File: src/rtl/asm_seq_ctrl_pkg.sv
// Shared types for the ASM sequence controller: state and exit-path encodings,
// plus the mapping from a completing state to the path it reports.
package asm_seq_ctrl_pkg;

   typedef enum logic [2:0] {
      S_0 = 3'b000,
      S_1 = 3'b001,
      S_2 = 3'b010,
      S_3 = 3'b011,
      S_4 = 3'b100,
      S_5 = 3'b101,
      S_6 = 3'b110,
      S_7 = 3'b111
   } state_t;

   typedef enum logic [1:0] {
      P_NONE = 2'b00,
      P_F    = 2'b01,
      P_E    = 2'b10,
      P_W    = 2'b11
   } path_t;

   function automatic path_t exit_path(input state_t s);
      case (s)
         S_3:     return P_F;
         S_5:     return P_E;
         S_7:     return P_W;
         default: return P_NONE;
      endcase
   endfunction

endpackage

File: src/rtl/onehot_dec_msb.sv
// One-hot decoder with MSB-first ordering: index i drives bit N-1-i.
// Indices at or beyond N decode to all zeros.
module onehot_dec_msb #(
   parameter int N = 8
) (
   input  logic [$clog2(N)-1:0] idx_i,
   output logic [N-1:0]         onehot_o
);

   localparam int IW = $clog2(N);

   always_comb begin
      // NOTE: default assignment first so no path through the block leaves onehot_o unassigned (no latch).
      onehot_o = '0;
      for (int i = 0; i < N; i++) begin
         if (idx_i == IW'(i)) onehot_o[N-1-i] = 1'b1;
      end
   end

endmodule

File: src/rtl/asm_seq_ctrl.sv
// ASM-chart sequence controller: branches on x/y, F and E, dwells a programmable
// number of cycles in S_6, and reports a one-cycle done pulse with the exit path.
module asm_seq_ctrl
   import asm_seq_ctrl_pkg::*;
#(
   parameter int WAIT_W = 4,
   parameter int SEQ_W  = 8
) (
   input  logic              clk,
   input  logic              rst_b,
   input  logic              en,
   input  logic              x,
   input  logic              y,
   input  logic              F,
   input  logic              E,
   input  logic [WAIT_W-1:0] wait_len,
   output state_t            state,
   output logic [7:0]        dec_out,
   output logic              busy,
   output logic              done,
   output path_t             path,
   output logic [WAIT_W-1:0] wait_cnt,
   output logic [SEQ_W-1:0]  seq_cnt
);

   localparam logic [SEQ_W-1:0] SEQ_MAX = '1;

   state_t            state_q;
   path_t             path_q;
   logic              done_q;
   logic [WAIT_W-1:0] wait_cnt_q;
   logic [SEQ_W-1:0]  seq_cnt_q;
   logic              completing;

   assign completing = en && (state_q == S_3 || state_q == S_5 || state_q == S_7);

   always_ff @(posedge clk or negedge rst_b) begin
      if (!rst_b) begin
         state_q    <= S_0;
         path_q     <= P_NONE;
         done_q     <= 1'b0;
         wait_cnt_q <= '0;
         seq_cnt_q  <= '0;
      end else begin
         // NOTE: non-blocking assignments so every register samples pre-edge values regardless of statement order.
         done_q <= 1'b0;
         if (en) begin
            case (state_q)
               S_0: begin
                  case ({x, y})
                     2'b00:   state_q <= S_0;
                     2'b01:   state_q <= S_2;
                     default: state_q <= S_1;
                  endcase
               end
               S_1: state_q <= S_2;
               S_2: state_q <= F ? S_3 : S_4;
               S_4: begin
                  if (E) begin
                     state_q <= S_5;
                  end else begin
                     state_q    <= S_6;
                     wait_cnt_q <= wait_len;
                  end
               end
               S_6: begin
                  if (wait_cnt_q == '0) state_q <= S_7;
                  else                  wait_cnt_q <= wait_cnt_q - 1'b1;
               end
               default: state_q <= S_0;
            endcase

            if (completing) begin
               done_q <= 1'b1;
               path_q <= exit_path(state_q);
               if (seq_cnt_q != SEQ_MAX) seq_cnt_q <= seq_cnt_q + 1'b1;
            end
         end
      end
   end

   onehot_dec_msb #(.N(8)) u_dec (
      .idx_i    (state_q),
      .onehot_o (dec_out)
   );

   assign state    = state_q;
   assign busy     = (state_q != S_0);
   assign done     = done_q;
   assign path     = path_q;
   assign wait_cnt = wait_cnt_q;
   assign seq_cnt  = seq_cnt_q;

endmodule

File: config.mk
export PLATFORM = sky130hd
export DESIGN_NAME = asm_seq_ctrl
export DESIGN_NICKNAME = d
export VERILOG_FILES = /design/src/rtl/asm_seq_ctrl_pkg.sv /design/src/rtl/onehot_dec_msb.sv /design/src/rtl/asm_seq_ctrl.sv
export SDC_FILE = /design/constraint.sdc
export NUM_CORES = 1
export LEC_CHECK = 0
export ABC_CLOCK_PERIOD_IN_PS = 2550
export BUFFER_PORTS_ARGS = -buffer_cell sky130_fd_sc_hd__buf_4
export CAP_MARGIN = 30
export CORE_MARGIN = 2
export CORE_UTILIZATION = 30
export DETAILED_ROUTE_END_ITERATION = 8
export PLACE_DENSITY_LB_ADDON = 0.12
export SYNTH_ARGS = -nofsm -noshare
export SYNTH_HDL_FRONTEND = slang
export SYNTH_SLANG_ARGS = --single-unit
File: constraint.sdc
create_clock -name clk -period 2.55 [get_ports clk]
set_input_delay 0.51 -clock clk [delete_from_list [all_inputs] [get_ports clk]]
set_output_delay 0.51 -clock clk [all_outputs]
set_load 0.1 [all_outputs]
## Word level (Yosys, flattened, before mapping)

Index checks and enable logic that the tools add are counted.

| operators by class | value |
|---|---|
| add/subtract/negate cells | 2 |
| multipliers | 0 |
| div/mod/pow operators | 0 |
| $lt $le $gt $ge | 0 |
| equal/unequal tests | 12 |
| shifts and indexed selects | 0 |
| mux-type cells | 19 |
| bitwise gates (word level) | 0 |
| reduce and logical (&&, ||, !) cells | 12 |

Operators by type and width:

| operator | number |
|---|---|
| one-hot mux 3 bit (5 select lines) | 1 |
| equality test 3 bit, second input constant | 4 |
| two-way mux 1 bit | 10 |
| adder 8 x 1 -> 8 bit, second input constant | 1 |
| two-way mux 4 bit | 2 |
| inequality test 8 bit, second input constant | 1 |
| one-hot mux 4 bit (2 select lines) | 1 |
| equality test 3 x 2 -> 1 bit, second input constant | 2 |
| two-way mux 3 bit | 2 |
| inequality test 2 bit, second input constant | 3 |
| one-hot mux 2 bit (3 select lines) | 1 |
| zero test 4 bit | 1 |
| one-hot mux 2 bit (2 select lines) | 1 |
| AND reduction 2 bit | 2 |
| AND reduction 4 bit | 1 |
| subtractor 4 x 1 -> 4 bit, second input constant | 1 |
| equality test 3 x 1 -> 1 bit, second input constant | 1 |
| zero test 3 bit | 1 |
| AND reduction 3 bit | 1 |
| nonzero test 3 bit | 1 |
| equality test 2 x 1 -> 1 bit, second input constant | 1 |
| zero test 2 bit | 1 |
| logical OR 1 bit | 2 |
| two-way mux 2 bit | 1 |
| other kinds (2) | 2 |

| storage, ports and cells | value |
|---|---|
| register bits after elaboration | 18 |
| bits in latches | 0 |
| memory bits (writable) | 0 |
| ROM bits | 0 |
| memories kept | 0 |

## Longest topological paths before layout

Gate-level depths: netlist of run 1.

| logic depth | value |
|---|---|
| depth in word-level cells | 6 |
| mapped depth | 6 |
| mapped depth without buffers | 6 |

## By module

From an unflattened synthesis of run 1, not the netlist that was laid out.

| second synthesis, totals | value |
|---|---|
| cell total of the unflattened synthesis | 109 |
| area, all modules | 1103.6 um^2 |

By module, submodules not included:

| module | instances | cells an instance | area each (um^2) | seq. area each (um^2) |
|---|---|---|---|---|
| asm_seq_ctrl | 1 | 101 | 1038.5 | 450.4 |
| onehot_dec_msb | 1 | 8 | 65.1 | 0.0 |

## Least setup slack after synthesis of run 1

OpenSTA, ideal clock, no wires.

| path | value |
|---|---|
| kind | reg-to-output |
| start | reg state_q[1], in the netlist state[1] |
| end | out dec_out[5] |
| data arrival time | 3.657 ns |
| data required time | 2.040 ns |
| path slack | -1.617 ns |
| cell stages (with the launch flop) | 4 |
| path buffers | 2 |
| cell sequence | dfrtp_1 > buf_6 > clkbuf_1 > nor3b_1 |

| on the way | value |
|---|---|
| word-level cells in the longest chain between the ends | 2 |

RTL lines:

| what | line | text |
|---|---|---|
| start: declaration | asm_seq_ctrl.sv:28 | `state_t state_q;` |
| start signal: assignment | asm_seq_ctrl.sv:57 | `S_2: state_q <= F ? S_3 : S_4;` |
| equality test 3 x 2 -> 1 bit | onehot_dec_msb.sv:16 | `if (idx_i == IW'(i)) onehot_o[N-1-i] = 1'b1;` |
| two-way mux 1 bit | onehot_dec_msb.sv:16 |  |
| end: declaration | asm_seq_ctrl.sv:18 | `output logic [7:0] dec_out,` |

Every way passes these cells.

## Final worst setup path of run 1

| path | value |
|---|---|
| start | reg state_q[2], in the netlist state[2] |
| end | out dec_out[7] |

| on the way | value |
|---|---|
| word-level cells in the longest chain between the ends | 2 |

RTL lines:

| what | line |
|---|---|
| zero test 3 bit | onehot_dec_msb.sv:16 |
| two-way mux 1 bit | onehot_dec_msb.sv:16 |

Every way passes these cells.

==> flow_summary.toml, run 1 <==
[final_layout]
drive_gt1_share_pct = 42.8
finalInstanceArea_um2 = 1410
syn_to_final_growth_pct = 37.1
insertedDiodeCount = 0
fin_nets = 152

[clocking]
cts_root_buf = "clkbuf_4"
insertion_delay_ns = 0.29
hold_buffers = 0
ctsResizeCount = 0
cts_tree = "done"
cts_max_level = 1
clockBufferDepth = 2
numCtsBuffers = 3
post-cts-setup-buffers = 0
clkSlewWorstSetupHoldPaths_ns = 0.11
clock_sinks = 18

[global_route]
grt_max_degree = 20
grtUsageTotal_pct = 11.9
grt-ovfl-total = 0
antenna_found_initial = 0
grt_pass1_vias = 830
grt_pass1_wl_um = 3800

[place]
place_area_um2 = 1380
globalplace.congestion = 0.725
dp.final_hpwl_um = 1630
portBuffers = 37

[setup_path]
r2r_end = "seq_cnt[1]"
endpoint = "dec_out[7]"
reg2regPathDepth = 4
r2r_setup_slack_ns = 0.92
cp.required_ns = 2.04
crit_path_end_kind = "output port"
cp-start-kind = "flip-flop"
cp_max_fo = 19
crit_type = "reg2out"
crit_arrival_ns = 1.82
r2r_start = "seq_cnt[0]"
crit_path_start = "state[2]"

[sta]
fin_skew_ns = 0.00475
finalCritPeriodShare_pct = 91.2
hold_viol = 0
setup_viol = 0
slew_violations = 0
rsz0062_at_grt = "no"
maxSlewHeadroom_pct = 72.4
period_minus_slack_ns = 2.33
worstMarginPinSlew_ns = 0.414
fmax_mhz = 430

[detailed_routing]
finalWirelength_um = 2180
ant_nets = 0
vias_per_cell = 4.70
routed-via-count = 864
firstDrtPassIters = 2
drc = 0
wl_per_cell_um = 11.8
drtIter0Drc = 52

[floorplanning]
die_h_um = 62.6
dieWidth_um = 62.6
ios = 38
start_util_pct = 31.1
rows = 21
coreArea_um2 = 3310
die-area_um2 = 3920

[synthesis]
synth_area_um2 = 1030
synth_ff_type = "dfrtp_1"
syn_area_per_cell_um2 = 9.91
async_flop_share_pct = 100
synth.distinct_cells = 36
synth_edf_count = 0
synth_area_leaders = "dfrtp_1, xnor2_1, nand2_1"
ys_seq_elements = 18
ys_warn_count = 0
syn_nets = 117
yosysSeqAreaShare_pct = 43.7
synth_top_cell_by_area = "dfrtp_1"
netlist_instances = 104
synth.top_cell.area_share_pct = 43.7

[flow_run]
drv_cap = 0

[run_status]
outcome = "completed"

[min_path]
hold_path_class = "in2async"
[registers in the layout, summed over array words and instances, names as in the netlist]
register  flops
done          1
path          2
seq_cnt       8
state         3
wait_cnt      4
[routing by layer]
layer  track usage, %  vias up  share of wire, %
met4             4.17        0              0.69
met3             3.06        2               5.8
met1             16.1      409                45
met2             18.5       21                48
li1                 -      432                 -
met5                0        -                 0
[Yosys cell counts, types with 2 or more instances]
cell type / instances
nand4_1: 3
buf_4: 2
ha_1: 2
o21ai_0: 6
and3_1: 4
buf_2: 3
a21oi_1: 4
inv_1: 5
o21ai_1: 5
mux2i_1: 2
nor3b_1: 4
xnor2_1: 6
dfrtp_1: 18
nand2_1: 12
nor2_1: 6
nand3_1: 2
[critical path: stages (launching register included)]
cell        delay [ns]
dfrtp_4           0.61
or3_2             0.55
clkinvlp_4        0.08
buf_4             0.28
[layout make-up]
class | instances | area (um^2)
inverters | 6 | 26.3
flip-flops and latches | 18 | 457
clock buffers | 4 | 36.3
fillers | 367 | 1900
well taps | 46 | 57.6
multi-input cells | 73 | 559
repair buffers | 37 | 278
[through the flow]
stage               setup TNS [ns]  setup WS, ns  util [%]  std cells  hold WS (ns)
finish                           0         0.223      42.7        184        0.0713
floorplan                   -0.157        -0.139         -        104         0.214
CTS                              0         0.210      42.7        184        0.0747
detailed placement               0         0.549      41.6        180         0.401
global route                     0         0.163      42.7        184        0.0793
global placement                 0         0.571      41.6        180         0.394
[logic make-up after synthesis]
logic type / Yosys count / synth area share (%)
adders and majority gates: 2 / 2.43
muxes: 3 / 3.03
buffers and inverters: 13 / 6.55
DFF: 18 / 43.7
xor gates and xnor gates: 7 / 5.95
and+or+nand+nor: 38 / 21.8
AOI/OAI and AO/OA: 23 / 16.5
[worst min path at each step]
stage	depth (start not counted)	slack [ns]	from	end
after floorplan	0	0.21	rst_b	done
after global placement	1	0.39	rst_b	wait_cnt[1]
after detailed placement	1	0.40	rst_b	wait_cnt[1]
after CTS	1	0.07	rst_b	wait_cnt[1]
after global routing	1	0.08	rst_b	seq_cnt[4]
final	1	0.07	rst_b	seq_cnt[1]
[layout by cell type, fill, tap and decap left out, types with 2 or more instances in the layout]
master and count:
o21ai_0 6, dfrtp_2 2, nor2_1 4, buf_4 37, ha_1 2, nand2_1 12
clkbuf_4 3, nand4_1 3, o21ai_1 5, mux2i_1 2, nor3b_4 3, nand3_1 2
dfrtp_1 15, xnor2_1 6, and3_1 3, a21oi_1 4, inv_1 4
Power of run 1 is not shown: default switching activity piles up to over one toggle a cycle in this logic, so the estimate is an artifact.
==> run 2: changes to the inputs <==
--- a/config.mk
+++ b/config.mk
@@ -5,7 +5,7 @@
 export SDC_FILE = /design/constraint.sdc
 export NUM_CORES = 1
 export LEC_CHECK = 0
-export ABC_CLOCK_PERIOD_IN_PS = 2550
+export ABC_CLOCK_PERIOD_IN_PS = 2000
 export BUFFER_PORTS_ARGS = -buffer_cell sky130_fd_sc_hd__buf_4
 export CAP_MARGIN = 30
 export CORE_MARGIN = 2
==> constraint.sdc (replaced) <==
create_clock -name clk -period 2 [get_ports clk]
set_input_delay 0.4 -clock clk [delete_from_list [all_inputs] [get_ports clk]]
set_output_delay 0.4 -clock clk [all_outputs]
set_load 0.1 [all_outputs]
==> flow_summary.toml, run 2 (synthesized netlist as in run 1, its figures left out) <==
[run_status]
outcome = "completed"

[setup_path]
crit_path_end_kind = "output port"
worstPathCellList = "or3_4, clkinvlp_4, buf_8"
crit_path_top_delay_cell = "dfrtp_4"
cp-start-kind = "flip-flop"
cp.required_ns = 1.60
critPathBufInv = 2
max_stage_delay_ns = 0.55
path_delay_family = "flip-flops"
crit_type = "reg2out"
crit_arrival_ns = 1.54
cp_max_fo = 10

[global_route]
grt_pass1_vias = 846
grt_max_degree = 19
grt_pass1_wl_um = 3920
grt-ovfl-total = 0
antenna_found_initial = 0
grtUsageTotal_pct = 12.7

[final_layout]
fin_nets = 156
drive_gt1_share_pct = 45.8
insertedDiodeCount = 0
layout_common_cells = "buf_4, nand2_1, dfrtp_1"
largest_register_ff_count = 8
layout_commonest_cell = "buf_4"
syn_to_final_growth_pct = 43.7
instances_no_fill = 188

[detailed_routing]
drc = 0
firstDrtPassIters = 5
routed-via-count = 892
ant_nets = 0
drtIter0Drc = 27
finalWirelength_um = 2320
wl_per_cell_um = 12.3
vias_per_cell = 4.74

[sta]
worstMarginPinSlew_ns = 0.342
fmax_mhz = 515
hold_viol = 0
slew_violations = 0
period_minus_slack_ns = 1.94
timing.hold.ws_ns = 0.366
tns_ns = 0
fin_skew_ns = 0.00599
finalCritPeriodShare_pct = 97.1
maxSlewHeadroom_pct = 77.2
setup_viol = 0

[floorplanning]
die_h_um = 62.6
ios = 38
start_util_pct = 31.1
dieWidth_um = 62.6
rows = 21
die-area_um2 = 3920
coreArea_um2 = 3310

[clocking]
clock_sinks = 18
cts_root_buf = "clkbuf_4"
clockBufferDepth = 2
insertion_delay_ns = 0.30
numCtsBuffers = 3
post-cts-setup-buffers = 0
cts_max_level = 1
cts_tree = "done"
clkSlewWorstSetupHoldPaths_ns = 0.11

[min_path]
hold_path_class = "in2reg"

[flow_run]
drv_cap = 0

[place]
portBuffers = 37
dp.final_hpwl_um = 1690
globalplace.congestion = 0.781
placed_cells_incl_taps = 183
## run 2: changes by cell type in the layout (fill, tap and decap cells not counted), sizes merged
cell         previous run  this run
buf                    37        40
dlygate4sd3             0         1
## run 2: metrics by stage
step | cell area [um^2] | util (%) | setup WS, ns
final | 1480 | 44.7 | 0.0588
after global routing | 1480 | 44.7 | -0.00296
after CTS | 1460 | 44.2 | 0.0114
after detailed placement | 1410 | 42.7 | 0.328
after global placement | 1410 | 42.7 | 0.341
after floorplan | 1150 | - | -0.192
## run 2: final timing paths
kind                                    end   startpoint  slack (ns)  cells past startpoint
worst max-delay path             dec_out[7]     state[0]        0.06                      3
worst min-delay path            wait_cnt[1]  wait_len[1]        0.37                      3
worst max register to register   seq_cnt[1]   seq_cnt[0]        0.35                      4
worst min register to register      path[1]      path[1]        0.50                      2
max in group asynchronous          state[2]        rst_b        1.28                      2
min in group asynchronous       wait_cnt[0]        rst_b        0.49                      2
## run 2: worst register-to-register path, delay by kind of cell, from the launching register on
family	cells	cell delay [ns]
mux	1	0.35
flops	1	0.45
fa+ha+maj	1	0.22
compound gates	1	0.30
simple gates	1	0.22
## run 2: cell type report
| class | instances | area, um^2 |
|---|---|---|
| multi-input cells | 73 | 563 |
| inverters | 6 | 26.3 |
| well taps | 46 | 57.6 |
| fillers | 354 | 1830 |
| repair buffers | 41 | 333 |
| clock buffers | 4 | 36.3 |
| flip-flops and latches | 18 | 465 |
## run 2: layer usage
layer	GRT usage [%]	vias up	wire, um	share of wire, %
met1	16.0	429	1040	45
li1	-	438	-	-
met5	0	-	0	0
met3	3.60	2	151	6.5
met4	6.67	0	15	0.65
met2	19.8	23	1110	48
## run 2: what timing repair did
action	in CTS	in global routing
hold endpoints to repair	18	0
setup endpoints to repair	1	4
resized for setup	1	5
hold buffers	1	0
Power of run 2 is left out for the same reason.
==> run 3: changes to the inputs <==
--- a/config.mk
+++ b/config.mk
@@ -5,7 +5,7 @@
 export SDC_FILE = /design/constraint.sdc
 export NUM_CORES = 1
 export LEC_CHECK = 0
-export ABC_CLOCK_PERIOD_IN_PS = 2000
+export ABC_CLOCK_PERIOD_IN_PS = 2150
 export BUFFER_PORTS_ARGS = -buffer_cell sky130_fd_sc_hd__buf_4
 export CAP_MARGIN = 30
 export CORE_MARGIN = 2
==> constraint.sdc (replaced) <==
create_clock -name clk -period 2.15 [get_ports clk]
set_input_delay 0.43 -clock clk [delete_from_list [all_inputs] [get_ports clk]]
set_output_delay 0.43 -clock clk [all_outputs]
set_load 0.1 [all_outputs]
==> flow_summary.toml, run 3 (synthesized netlist as in run 1, its figures left out) <==
[run_status]
outcome = "completed"

[floorplanning]
ios = 38
die_h_um = 62.6
dieWidth_um = 62.6
coreArea_um2 = 3310
start_util_pct = 31.1
die-area_um2 = 3920
rows = 21

[setup_path]
cp-start-kind = "flip-flop"
cp_max_fo = 19
path_delay_family = "flip-flops"
endpoint = "dec_out[7]"
crit_path_end_kind = "output port"
reg2regPathDepth = 4
crit_arrival_ns = 1.63
r2r_end = "seq_cnt[1]"
crit_type = "reg2out"
worstPathCellList = "or3_4, clkinvlp_4, buf_6"
max_stage_delay_ns = 0.61
cp.required_ns = 1.72
crit_path_top_delay_cell = "dfrtp_4"
critPathBufInv = 2
path_depth = 3
r2r_start = "seq_cnt[0]"
crit_path_start = "state[0]"
r2r_setup_slack_ns = 0.55

[sta]
slew_violations = 0
period_minus_slack_ns = 2.06
hold_viol = 0
worstMarginPinSlew_ns = 0.370
setup_slack_ns = 0.0902
setup_viol = 0
finalCritPeriodShare_pct = 95.8
fin_skew_ns = 0.00897
fmax_mhz = 485
maxSlewHeadroom_pct = 75.3
rsz0062_at_grt = "no"

[final_layout]
finalInstanceArea_um2 = 1440
seqCellArea_um2 = 462
drive_gt1_share_pct = 42.4
insertedDiodeCount = 0
layout_common_cells = "buf_4, dfrtp_1, nand2_1"
layout_commonest_cell = "buf_4"
fin_nets = 153
multiInputGateArea_um2 = 563
syn_to_final_growth_pct = 39.3
instances_no_fill = 185
post-route-util_pct = 43.4
fill_cells = 356
largest_register_ff_count = 8

[global_route]
antenna_found_initial = 0
grtUsageTotal_pct = 13.0
grt_max_degree = 20
grt_pass1_vias = 905
grt_pass1_wl_um = 4130
grt-ovfl-total = 0

[place]
dp_slack_ns = 0.362
portBuffers = 37
placed_cells_incl_taps = 180
globalplace.congestion = 0.724
dp.final_hpwl_um = 1730
place_area_um2 = 1390

[detailed_routing]
finalWirelength_um = 2290
drc = 0
routed-via-count = 878
drtIter0Drc = 51
ant_nets = 0
firstDrtPassIters = 4
wl_per_cell_um = 12.4
vias_per_cell = 4.75

[min_path]
hold_path_class = "in2reg"
min_path_cells = 3

[clocking]
cts_max_level = 1
post-cts-setup-buffers = 0
clkSlewWorstSetupHoldPaths_ns = 0.11
cts_tree = "done"
clockBufferDepth = 2
cts_root_buf = "clkbuf_4"
numCtsBuffers = 3
insertion_delay_ns = 0.29
clock_sinks = 18

[flow_run]
drv_cap = 0
-- run 3: layout make-up --
| class | instances | area share, % |
|---|---|---|
| Sequential cell | 18 | 32.1 |
| Inverter | 6 | 1.83 |
| Timing Repair Buffer | 38 | 20.3 |
| Multi-Input combinational cell | 73 | 39.2 |
| Tap cell | 46 | 4.01 |
| Clock buffer | 4 | 2.53 |
-- run 3: worst min-delay path, cell delays in order --
cell and delay (ns):
buf_4 0.08, a21oi_1 0.05, o21ai_1 0.10
-- run 3: through the flow --
step / hold WS (ns) / setup TNS [ns]
floorplan: 0.134 / -0.294
global placement: 0.318 / 0
detailed placement: 0.318 / 0
CTS: 0.389 / 0
global route: 0.397 / 0
finish: 0.391 / 0
-- run 3: worst min-delay path by stage --
stage,start,slack [ns],endpoint
floorplan,rst_b,0.13,done
global placement,rst_b,0.32,wait_cnt[0]
detailed placement,rst_b,0.32,wait_cnt[0]
CTS,wait_len[3],0.39,wait_cnt[3]
global route,wait_len[3],0.40,wait_cnt[3]
finish,wait_len[1],0.39,wait_cnt[1]
-- run 3: timing repair --
action                     4_1_cts  5_1_grt
resized for setup                0        1
hold endpoints to repair        18        0
setup endpoints to repair        0        1
hold buffers                     1        0
-- run 3: layer usage --
layer  vias to the layer above  GRT usage (%)  part of all wire (%)
met5                         -              0                     0
met4                         0           5.00                  0.79
met3                         2           3.06                   7.4
li1                        433              -                     -
met1                       415           17.7                    46
met2                        28           20.0                    46
Power of run 3 is left out for the same reason.
